**src/rtl/bpred_gshare_btb_pkg.sv**
```systemverilog
// Shared constants and helpers for the gshare/bimodal branch predictor.
package bpred_gshare_btb_pkg;

  localparam int BP_MODE_BIMODAL = 0;
  localparam int BP_MODE_GSHARE  = 1;
  localparam int BP_PC_W         = 32;

  // Saturating up/down counter step; counters up to 4 bits wide.
  function automatic logic [3:0] sat_cnt_next(input logic [3:0] cnt,
                                              input logic       taken,
                                              input logic [3:0] cnt_max);
    logic [3:0] nxt;
    if (taken) begin
      if (cnt >= cnt_max) nxt = cnt;
      else                nxt = cnt + 4'd1;
    end else begin
      if (cnt == 4'd0)    nxt = cnt;
      else                nxt = cnt - 4'd1;
    end
    return nxt;
  endfunction

endpackage

```
**src/rtl/bpred_gshare_btb_if.sv**
```systemverilog
// Lookup/update/statistics bundle between the core pipeline and the predictor.
interface bpred_gshare_btb_if #(
  parameter int IDX_W = 6
) ();
  import bpred_gshare_btb_pkg::*;

  logic [BP_PC_W-1:0] if_pc;
  logic               pred_taken;
  logic [BP_PC_W-1:0] pred_target;
  logic [IDX_W-1:0]   pred_idx;
  logic               upd_valid;
  logic [BP_PC_W-1:0] upd_pc;
  logic [IDX_W-1:0]   upd_idx;
  logic               upd_taken;
  logic [BP_PC_W-1:0] upd_target;
  logic               upd_mispredict;
  logic [31:0]        stat_branches;
  logic [31:0]        stat_mispredicts;

  // Core pipeline side.
  modport master (
    output if_pc, upd_valid, upd_pc, upd_idx, upd_taken, upd_target, upd_mispredict,
    input  pred_taken, pred_target, pred_idx, stat_branches, stat_mispredicts
  );

  // Predictor side.
  modport slave (
    input  if_pc, upd_valid, upd_pc, upd_idx, upd_taken, upd_target, upd_mispredict,
    output pred_taken, pred_target, pred_idx, stat_branches, stat_mispredicts
  );
endinterface

```
**src/rtl/bpred_gshare_btb_btb.sv**
```systemverilog
// Direct-mapped branch target buffer: valid/tag/target per slot, combinational lookup.
module bp_btb_dm
  import bpred_gshare_btb_pkg::*;
#(
  parameter int BTB_ENTRIES = 16
) (
  input  logic               clk,
  input  logic               reset_n,
  input  logic [BP_PC_W-1:0] i_lkp_pc,
  output logic               o_hit,
  output logic [BP_PC_W-1:0] o_target,
  input  logic               i_wr_en,
  input  logic [BP_PC_W-1:0] i_wr_pc,
  input  logic [BP_PC_W-1:0] i_wr_target
);
  localparam int BIDX_W = $clog2(BTB_ENTRIES);
  localparam int TAG_W  = BP_PC_W - BIDX_W - 2;

  logic [BTB_ENTRIES-1:0] r_valid;
  logic [TAG_W-1:0]       r_tag [BTB_ENTRIES];
  logic [BP_PC_W-1:0]     r_tgt [BTB_ENTRIES];

  logic [BIDX_W-1:0] w_lkp_bidx;
  logic [BIDX_W-1:0] w_wr_bidx;
  logic [TAG_W-1:0]  w_lkp_tag;
  logic [TAG_W-1:0]  w_wr_tag;
  logic              w_unused_pc_bits;

  assign w_lkp_bidx       = i_lkp_pc[BIDX_W+1:2];
  assign w_lkp_tag        = i_lkp_pc[BP_PC_W-1:BIDX_W+2];
  assign w_wr_bidx        = i_wr_pc[BIDX_W+1:2];
  assign w_wr_tag         = i_wr_pc[BP_PC_W-1:BIDX_W+2];
  assign w_unused_pc_bits = ^{i_lkp_pc[1:0], i_wr_pc[1:0]};

  // Taken branch claims its slot, evicting whichever alias was there.
  always_ff @(posedge clk or negedge reset_n) begin
    if (!reset_n) begin
      r_valid <= '0;
      for (int i = 0; i < BTB_ENTRIES; i++) begin
        r_tag[i] <= '0;
        r_tgt[i] <= '0;
      end
    end else if (i_wr_en) begin
      r_valid[w_wr_bidx] <= 1'b1;
      r_tag[w_wr_bidx]   <= w_wr_tag;
      r_tgt[w_wr_bidx]   <= i_wr_target;
    end
  end

  // Lookup reads the current (pre-write) contents; there is no write bypass.
  assign o_hit    = r_valid[w_lkp_bidx] && (r_tag[w_lkp_bidx] == w_lkp_tag);
  assign o_target = r_tgt[w_lkp_bidx];

endmodule

```
**src/rtl/bpred_gshare_btb.sv**
```systemverilog
// Gshare/bimodal direction predictor with a direct-mapped BTB and resolution statistics.
module bpred_gshare_btb
  import bpred_gshare_btb_pkg::*;
#(
  parameter int PHT_ENTRIES = 64,
  parameter int CNTR_BITS   = 2,
  parameter int GHR_BITS    = 6,
  parameter int BTB_ENTRIES = 16,
  parameter int MODE        = BP_MODE_GSHARE
) (
  input  logic                clk,
  input  logic                reset_n,
  bpred_gshare_btb_if.slave   bp
);
  localparam int IDX_W = $clog2(PHT_ENTRIES);
  localparam int GHR_W = (GHR_BITS > 0) ? GHR_BITS : 1;
  // Weakly-not-taken; evaluates to 0 for a 1-bit counter.
  localparam logic [CNTR_BITS-1:0] CNT_RST = CNTR_BITS'((1 << (CNTR_BITS - 1)) - 1);
  localparam logic [3:0]           CNT_MAX = 4'((1 << CNTR_BITS) - 1);

  logic [CNTR_BITS-1:0] r_pht [PHT_ENTRIES];
  logic [GHR_W-1:0]     r_ghr;
  logic [31:0]          r_stat_br;
  logic [31:0]          r_stat_mp;

  logic [IDX_W-1:0]     w_hist;
  logic [IDX_W-1:0]     w_idx;
  logic                 w_dir_taken;
  logic                 w_btb_hit;
  logic [BP_PC_W-1:0]   w_btb_tgt;
  logic [CNTR_BITS-1:0] w_cnt_next;

  // History contribution to the index; zero in bimodal mode or with no history.
  always_comb begin
    w_hist = '0;
    if (MODE == BP_MODE_GSHARE && GHR_BITS > 0) begin
      w_hist = IDX_W'(r_ghr);
    end else begin
      w_hist = '0;
    end
  end

  assign w_idx       = bp.if_pc[IDX_W+1:2] ^ w_hist;
  assign w_dir_taken = r_pht[w_idx][CNTR_BITS-1];
  assign bp.pred_idx = w_idx;

  // Redirect only when direction says taken and a target is known.
  always_comb begin
    bp.pred_taken  = 1'b0;
    bp.pred_target = bp.if_pc + 32'd4;
    if (w_dir_taken && w_btb_hit) begin
      bp.pred_taken  = 1'b1;
      bp.pred_target = w_btb_tgt;
    end else begin
      bp.pred_taken  = 1'b0;
      bp.pred_target = bp.if_pc + 32'd4;
    end
  end

  assign w_cnt_next = CNTR_BITS'(sat_cnt_next(4'(r_pht[bp.upd_idx]), bp.upd_taken, CNT_MAX));

  // PHT held in flops so every counter returns to weakly-not-taken in one reset.
  always_ff @(posedge clk or negedge reset_n) begin
    if (!reset_n) begin
      for (int i = 0; i < PHT_ENTRIES; i++) begin
        r_pht[i] <= CNT_RST;
      end
    end else if (bp.upd_valid) begin
      r_pht[bp.upd_idx] <= w_cnt_next;
    end
  end

  // Non-speculative global history: shifted only by resolved branches.
  always_ff @(posedge clk or negedge reset_n) begin
    if (!reset_n) begin
      r_ghr <= '0;
    end else if (bp.upd_valid && GHR_BITS > 0) begin
      r_ghr <= GHR_W'({r_ghr, bp.upd_taken});
    end
  end

  // Free-running resolution statistics, wrapping modulo 2^32.
  always_ff @(posedge clk or negedge reset_n) begin
    if (!reset_n) begin
      r_stat_br <= 32'd0;
      r_stat_mp <= 32'd0;
    end else if (bp.upd_valid) begin
      r_stat_br <= r_stat_br + 32'd1;
      if (bp.upd_mispredict) begin
        r_stat_mp <= r_stat_mp + 32'd1;
      end
    end
  end

  assign bp.stat_branches    = r_stat_br;
  assign bp.stat_mispredicts = r_stat_mp;

  bp_btb_dm #(
    .BTB_ENTRIES (BTB_ENTRIES)
  ) u_btb (
    .clk         (clk),
    .reset_n     (reset_n),
    .i_lkp_pc    (bp.if_pc),
    .o_hit       (w_btb_hit),
    .o_target    (w_btb_tgt),
    .i_wr_en     (bp.upd_valid && bp.upd_taken),
    .i_wr_pc     (bp.upd_pc),
    .i_wr_target (bp.upd_target)
  );

endmodule
```
**src/flat_wrapper.sv**
```systemverilog
// flat-port wrapper written by rule: the top's interface ports become plain ports
module bpred_gshare_btb_flat import bpred_gshare_btb_pkg::*;
#(
  parameter int PHT_ENTRIES = 64,
  parameter int CNTR_BITS   = 2,
  parameter int GHR_BITS    = 6,
  parameter int BTB_ENTRIES = 16,
  parameter int MODE        = BP_MODE_GSHARE
)
  (clk, reset_n, bp_if_pc, bp_upd_valid, bp_upd_pc, bp_upd_idx, bp_upd_taken, bp_upd_target, bp_upd_mispredict, bp_pred_taken, bp_pred_target, bp_pred_idx, bp_stat_branches, bp_stat_mispredicts);
  bpred_gshare_btb_if bp_i ();
  input  logic clk;
  input  logic reset_n;
  input wire logic [$bits(bp_i.if_pc)-1:0] bp_if_pc;
  input wire logic [$bits(bp_i.upd_valid)-1:0] bp_upd_valid;
  input wire logic [$bits(bp_i.upd_pc)-1:0] bp_upd_pc;
  input wire logic [$bits(bp_i.upd_idx)-1:0] bp_upd_idx;
  input wire logic [$bits(bp_i.upd_taken)-1:0] bp_upd_taken;
  input wire logic [$bits(bp_i.upd_target)-1:0] bp_upd_target;
  input wire logic [$bits(bp_i.upd_mispredict)-1:0] bp_upd_mispredict;
  output wire logic [$bits(bp_i.pred_taken)-1:0] bp_pred_taken;
  output wire logic [$bits(bp_i.pred_target)-1:0] bp_pred_target;
  output wire logic [$bits(bp_i.pred_idx)-1:0] bp_pred_idx;
  output wire logic [$bits(bp_i.stat_branches)-1:0] bp_stat_branches;
  output wire logic [$bits(bp_i.stat_mispredicts)-1:0] bp_stat_mispredicts;
  assign bp_i.if_pc = bp_if_pc;
  assign bp_i.upd_valid = bp_upd_valid;
  assign bp_i.upd_pc = bp_upd_pc;
  assign bp_i.upd_idx = bp_upd_idx;
  assign bp_i.upd_taken = bp_upd_taken;
  assign bp_i.upd_target = bp_upd_target;
  assign bp_i.upd_mispredict = bp_upd_mispredict;
  assign bp_pred_taken = bp_i.pred_taken;
  assign bp_pred_target = bp_i.pred_target;
  assign bp_pred_idx = bp_i.pred_idx;
  assign bp_stat_branches = bp_i.stat_branches;
  assign bp_stat_mispredicts = bp_i.stat_mispredicts;
  bpred_gshare_btb #(.PHT_ENTRIES(PHT_ENTRIES), .CNTR_BITS(CNTR_BITS), .GHR_BITS(GHR_BITS), .BTB_ENTRIES(BTB_ENTRIES), .MODE(MODE)) u_core (.clk(clk), .reset_n(reset_n), .bp(bp_i));
endmodule
```
**config.mk**
```make
export PLATFORM = sky130hd
export DESIGN_NAME = bpred_gshare_btb_flat
export DESIGN_NICKNAME = d
export VERILOG_FILES = /design/src/rtl/bpred_gshare_btb_pkg.sv /design/src/rtl/bpred_gshare_btb_if.sv /design/src/rtl/bpred_gshare_btb_btb.sv /design/src/rtl/bpred_gshare_btb.sv /design/src/flat_wrapper.sv
export SDC_FILE = /design/constraint.sdc
export NUM_CORES = 2
export LEC_CHECK = 0
export ABC_AREA = 1
export CORE_ASPECT_RATIO = 1.2
export CORE_MARGIN = 2
export CORE_UTILIZATION = 65
export DETAILED_ROUTE_END_ITERATION = 6
export PLACE_DENSITY = 0.89
export RECOVER_POWER = 100
export SLEW_MARGIN = 25
export SYNTH_ARGS = -nofsm -noshare
export SYNTH_HDL_FRONTEND = slang
export SYNTH_SLANG_ARGS = --single-unit
```
**constraint.sdc**
```tcl
create_clock -name clk -period 5.1 [get_ports clk]
set_input_delay 0.765 -clock clk [delete_from_list [all_inputs] [get_ports clk]]
set_output_delay 0.765 -clock clk [all_outputs]
set_load 0.03 [all_outputs]
```
=== After elaboration in Yosys (flattened, before gate mapping) ===
Index checks and enable logic that the tools add are counted.

* Memory bits (writable): 0
* Flip-flop bits (word level): 1142
* Bits in latches: 0
* Input bits: 107
* Output and inout bits: 103
* Logic and storage cells: 160
* Memories: 0
* Bits in read-only memories: 0

* Multiplexer cells: 30
* Reductions and logical operators: 8
* Divide/modulo/power cells: 0
* Magnitude comparators: 10
* Shift-type cells: 0
* Add/subtract/negate cells: 5
* Bitwise logic cells: 6
* $mul: 0
* Equal/unequal tests: 1

{| class="wikitable"
|+ Operators by type and width
! operator !! number
|-
| 512-bit bitwise mux || 1
|-
| 416-bit bitwise mux || 1
|-
| 32-bit binary-select mux with 4-bit select || 1
|-
| 128-bit bitwise mux || 1
|-
| 32-bit demux with 4-bit select || 1
|-
| 32-bit 2-to-1 mux || 4
|-
| 26-bit binary-select mux with 4-bit select || 1
|-
| 26-bit demux with 4-bit select || 1
|-
| 26-bit 2-to-1 mux || 3
|-
| 32-bit by 1-bit adder with 32-bit output, second input constant || 2
|-
| 32-bit by 3-bit adder with 32-bit output, second input constant || 1
|-
| 26-bit == test || 1
|-
| 2-bit binary-select mux with 6-bit select || 2
|-
| 2-bit 2-to-1 mux || 8
|-
| 16-bit OR || 1
|-
| 7-bit >= comparator, second input constant || 2
|-
| 6-bit NOT with 7-bit output || 2
|-
| 2-bit demux with 6-bit select || 1
|-
| 5-bit >= comparator, second input constant || 2
|-
| 4-bit by 5-bit < comparator with 1-bit output, second input constant || 2
|-
| 4-bit NOT with 5-bit output || 2
|-
| 7-bit by 1-bit < comparator with 1-bit output, second input constant || 1
|-
| 1-bit logical AND || 6
|-
| 6-bit bitwise XOR || 1
|-
| other kinds (10) || 12
|}

=== Logic depth before layout (Yosys ltp) ===
* Depth after elaboration: 8
* Gate-level depth with buffers: 22
* Mapped depth without buffers: 19

=== Hierarchy ===
From an unflattened synthesis, not the netlist that was laid out.

* Cell total of the unflattened synthesis: 7261
* Area total of the unflattened synthesis: 55739.7 µm²

{| class="wikitable"
|+ Modules (own cells, without submodules)
! module !! cells each !! times used !! area each (µm²) !! sequential area each (µm²)
|-
| bp_btb_dm || 5454 || 1 || 43479.2 || 23622.7
|-
| bpred_gshare_btb || 1807 || 1 || 12260.5 || 5034.8
|}

=== Worst setup path before layout ===
Ideal clock, no wire load.

* Kind: input to output
* From: in bp_if_pc[2]
* To: out bp_pred_target[27]
* Slack: 1429 ps
* Stages on the path: 17
* Path buffers: 4
* Arrival: 2906 ps
* Required time: 4335 ps
* Cell sequence: buf_6 > inv_4 > buf_6 > nand2_1 > nand2_1 > buf_2 > nand2_1 > o211ai_1 > nand3_1 > nand3_1 > nand3_1 > nand3_1 > nand3_1 > nor2_1 > nand2_1 > buf_2 > o21ai_1

* Elaborated cells on any way between the ends: 19
* Those cells by class: add/sub (1); eq/ne (1); mux (12); bitwise (3); reduce/logical (2)

{| class="wikitable"
|+ RTL lines
! element !! RTL line !! text
|-
| start: declaration || flat_wrapper.sv:14 || <nowiki>input wire logic [$bits(bp_i.if_pc)-1:0] bp_if_pc;</nowiki>
|-
| 6-bit bitwise XOR || bpred_gshare_btb.sv:43 || <nowiki>assign w_idx = bp.if_pc[IDX_W+1:2] ^ w_hist;</nowiki>
|-
| via bp_pred_idx[0] || flat_wrapper.sv:23 || <nowiki>output wire logic [$bits(bp_i.pred_idx)-1:0] bp_pred_idx;</nowiki>
|-
| 6-bit NOT with 7-bit output (not written as such) || bpred_gshare_btb.sv:44 || <nowiki>assign w_dir_taken = r_pht[w_idx][CNTR_BITS-1];</nowiki>
|-
| 2-bit binary-select mux with 6-bit select || bpred_gshare_btb.sv:44 ||
|-
| 2-bit 2-to-1 mux (not written as such) (2 in series) || bpred_gshare_btb.sv:44 ||
|-
| 1-bit logical AND || bpred_gshare_btb.sv:51 || <nowiki>if (w_dir_taken && w_btb_hit) begin</nowiki>
|-
| 32-bit 2-to-1 mux || bpred_gshare_btb.sv:51 ||
|-
| end: declaration || flat_wrapper.sv:22 || <nowiki>output wire logic [$bits(bp_i.pred_target)-1:0] bp_pred_target;</nowiki>
|}

The timed path passes the listed nets, and every way through them passes these cells. The select of a mux whose other input is x is not followed.

=== Worst setup path after layout ===
* From: in bp_if_pc[5]
* To: out bp_pred_target[27]

* Word-level cells in the longest chain between the ends: 8
* Elaborated cells on any way between the ends: 19
* Those cells by class: add/sub (1); eq/ne (1); mux (12); bitwise (3); reduce/logical (2)

{| class="wikitable"
|+ Ends and longest elaborated chain
! element !! RTL line !! text
|-
| 4-bit NOT with 5-bit output (not written as such) || bpred_gshare_btb_btb.sv:51, bpred_gshare_btb_btb.sv:52 ||
|-
| 26-bit binary-select mux with 4-bit select || bpred_gshare_btb_btb.sv:51 || <nowiki>assign o_hit = r_valid[w_lkp_bidx] && (r_tag[w_lkp_bidx] == w_lkp_tag);</nowiki>
|-
| 26-bit 2-to-1 mux (not written as such) (2 in series) || bpred_gshare_btb_btb.sv:51 ||
|-
| 26-bit == test || bpred_gshare_btb_btb.sv:51 ||
|-
| 1-bit logical AND || bpred_gshare_btb_btb.sv:51 ||
|-
| 1-bit logical AND || bpred_gshare_btb.sv:51 ||
|-
| 32-bit 2-to-1 mux (*) || bpred_gshare_btb.sv:51 ||
|}

Every way passes the cells marked *; elsewhere a longest branch is shown, timed or not. The select of a mux whose other input is x is not followed.

==> impl_metrics.tcl <==
set metrics [dict create \
    dp_hpwl_mm 99.08 \
    cp-end-kind "output pin" \
    num_vias 51470 \
    critical_path.reg2reg.startpoint "u_core.r_pht[52]" \
    cts_hold_buffers 0 \
    cts.repair_timing.setup_buffer_count 0 \
    power.static_leakage_uw 0.02960 \
    total_clock_buffers_created_by_cts 108 \
    post_synth_inst_count 7027 \
    cts-htree-levels 3 \
    worstSetupStartpointType "input port" \
    clock-root-buffer "sky130_fd_sc_hd__clkbuf_16" \
    cts.path.max_buffers 3 \
    irDropWorstVdd_v 0.0003136 \
    timing.final.crit_share 0.9772 \
    vias_per_cell 6.289 \
    drv.max_cap_violation_count 28 \
    drt_drc_violations_left 0 \
    buffers_on_ports 207 \
    failed_checks "max-capacitance violations, max-slew violations" \
    post_route_cells_drive_above_1_share 0.05664 \
    power_per_cell_area_nw_per_um2 399.3 \
    synthToLayoutAreaGrowth_pct 11.45 \
    initial_utilization 0.6553 \
    synth_async_sr_flop_share 1.000 \
    grt_max_degree 163 \
    synth.top_cells.by_area "sky130_fd_sc_hd__dfrtp_1 49%, sky130_fd_sc_hd__nand2_1 16%, sky130_fd_sc_hd__o21ai_0 12%, sky130_fd_sc_hd__nand3_1 3.9%, sky130_fd_sc_hd__nor2_1 3.6%" \
    regToRegSetupSlack_ps 1550 \
    cts_tree "done" \
    dieHeight_um 321.5 \
    floorplan_die_area_um2 86340 \
    worstPathMaxFanout 48 \
    holdCritStartpoint "u_core.u_btb.r_valid[10]" \
    gr-usage-all-layers 0.3961 \
    route.antenna.remaining_nets 0 \
    post_synth.cell_area_avg_um2 7.769 \
    setup.worst_path.start "bp_if_pc[5]" \
    setup-violations-final 0 \
    worstSetupPathType "in2out" \
    synth.ff_latch_count 1142 \
    number_of_distinct_library_cell_variants_in_the_gate_level_netlist_after_synthesis 48 \
    fin_tns_setup_ps 0 \
    clock.fmax_mhz 200.7 \
    outcome "complete, but fails checks" \
    placement.setup.worst_slack_ps 210.7 \
    die_w_um 268.6 \
    timing_max_transition_violations_final 1656 \
    synth.top_cells.by_count "2,288 x sky130_fd_sc_hd__nand2_1, 1,262 x sky130_fd_sc_hd__o21ai_0, 1,078 x sky130_fd_sc_hd__dfrtp_1" \
    hold_viol_final 0 \
    drt_first_pass_iters 7 \
    pin_count 210 \
    rsz0062_at_grt "false" \
    post_synth_instance_area_um2 54600 \
    cts.clk_slew.worst_paths_ps 60 \
    overflow_after_grt 0 \
    row_count 116 \
    post_cts_resized 0 \
    mappedNetlistNets 7137 \
    synth-seq-area-share 0.5249 \
    finClkSkew_ps 35.68 \
    synth_top_area_share 0.4941 \
    routed_wire_length_per_instance_um 20.94 \
    gp_routability_congestion 0.9486 \
    number_of_drc_markers_after_the_initial_detailed_route_iteration 7946 \
    core_area_um2 83310 \
    worst_pin_slew_ps 3203 \
    required_time_at_the_worst_slack_endpoint_ps 4340 \
    period_minus_slack_ps 4984 \
    yosys_warnings 0 \
    critPathArrivalTime_ps 4220 \
    ys_dominant_reg_cell "sky130_fd_sc_hd__dfrtp_1" \
    grt_pass1_wl_mm 267.5 \
    grt_pass1_vias 49420 \
    synth.largest_area_cell "sky130_fd_sc_hd__dfrtp_1" \
    initial_antenna_violation_count 4 \
    postLayoutSetupSlackWorst_ps 116.4 \
    synth_edf_count 0 \
    clkLatencyLatePin_ps 700 \
    min_path_type "reg2reg" \
    fin_nets 7080 \
    total_routed_length_mm 171.4 \
    timing.max_slew.rel_slack -1.135 \
    synthMostInstantiatedCell "sky130_fd_sc_hd__nand2_1" \
    cts.sink_count 1142 \
    timing.hold.ws_ps 449.7 \
]
[cell usage in the layout, fill, tap and decap left out, drive strengths merged, types with 85 or more instances in the layout]
| master | n |
|---|---|
| dfrtp | 1078 |
| nand3 | 427 |
| nor2 | 523 |
| buf | 86 |
| clkdlybuf4s50 | 98 |
| o22ai | 85 |
| inv | 483 |
| o21ai | 1282 |
| nand2 | 2290 |
| clkbuf | 224 |
[worst max-delay path, stage by stage]
cell	delay, ps
sky130_fd_sc_hd__clkdlybuf4s50_1	530
sky130_fd_sc_hd__clkbuf_2	290
sky130_fd_sc_hd__inv_2	160
sky130_fd_sc_hd__buf_12	360
sky130_fd_sc_hd__nand3_1	270
sky130_fd_sc_hd__nand2_1	150
sky130_fd_sc_hd__nand2_1	60
sky130_fd_sc_hd__nand2_1	60
sky130_fd_sc_hd__nand3_1	70
sky130_fd_sc_hd__nor2_1	240
sky130_fd_sc_hd__nand3_1	110
sky130_fd_sc_hd__nor2_1	100
sky130_fd_sc_hd__nand2_1	100
sky130_fd_sc_hd__buf_4	200
sky130_fd_sc_hd__o21ai_0	500
sky130_fd_sc_hd__buf_12	200
[sequential cells by signal (all words and copies together), names as in the netlist]
name,count
u_core.bp.stat_mispredicts,32
u_core.u_btb.r_tgt,512
u_core.bp.stat_branches,32
u_core.r_pht,128
u_core.r_ghr,6
u_core.u_btb.r_valid,16
u_core.u_btb.r_tag,416
[power breakdown]
part	switching [µW]	total (µW)	leakage (µW)	internal, µW
sequential	887	11500	0.0146	10600
clock	3600	8870	0.00195	5270
combinational	2550	3910	0.0130	1360
total	7040	24300	0.0296	17300
[cells by family (layout without fill, tap and decap cells)]
group	after synthesis	count (layout)	share of synthesized area
and+or+nand+nor	3332	3332	0.2434
DFF	1142	1142	0.5249
other	0	1	0
xor gates and xnor gates	95	95	0.01538
AOI/OAI and AO/OA	1483	1483	0.1438
buffers and inverters	972	1007	0.07187
adders and majority gates	3	3	0.0006876
[through the flow]
step           total power [µW]  cells  utilization  area, µm²
2_1_floorplan             13940   7027            -      54600
3_3_place_gp              15140   7981       0.6893      57430
3_5_place_dp              15400   7981       0.6893      57430
4_1_cts                   24240   8183       0.7365      61360
5_1_grt                   25300   8183       0.7303      60840
6_report                  24300   8184       0.7304      60850
[area by class of cell]
cell class                      count  area (µm²)
Antenna cell                        1       2.502
Clock buffer                      157        3198
Clock inverter                     45       730.7
Fill cell                        5990       22460
Inverter                          482        1827
Multi-Input combinational cell   4913       22050
Sequential cell                  1142       28660
Tap cell                         1121        1403
Timing Repair Buffer              323        2974
[final timing paths]
| path | endpoint | cells after the start |
|---|---|---|
| max | bp_pred_target[27] | 16 |
| min in group asynchronous | u_core.u_btb.r_tgt[19] | 1 |
| max reg2reg | u_core.r_pht[78] | 10 |
| max in group asynchronous | u_core.u_btb.r_tgt[228] | 2 |
| min reg2reg | u_core.u_btb.r_valid[10] | 2 |
| min | u_core.u_btb.r_valid[10] | 2 |
[metal layers]
layer | global-route usage | vias to the layer above | wire (µm)
met2 | 0.6017 | 3660 | 76960
li1 | - | 22510 | -
met1 | 0.5246 | 24510 | 61810
met3 | 0.09228 | 791 | 22130
met4 | 0.2272 | 2 | 10480
met5 | 0 | - | 13
No activity file was read; power rests on OpenSTA's default activity.
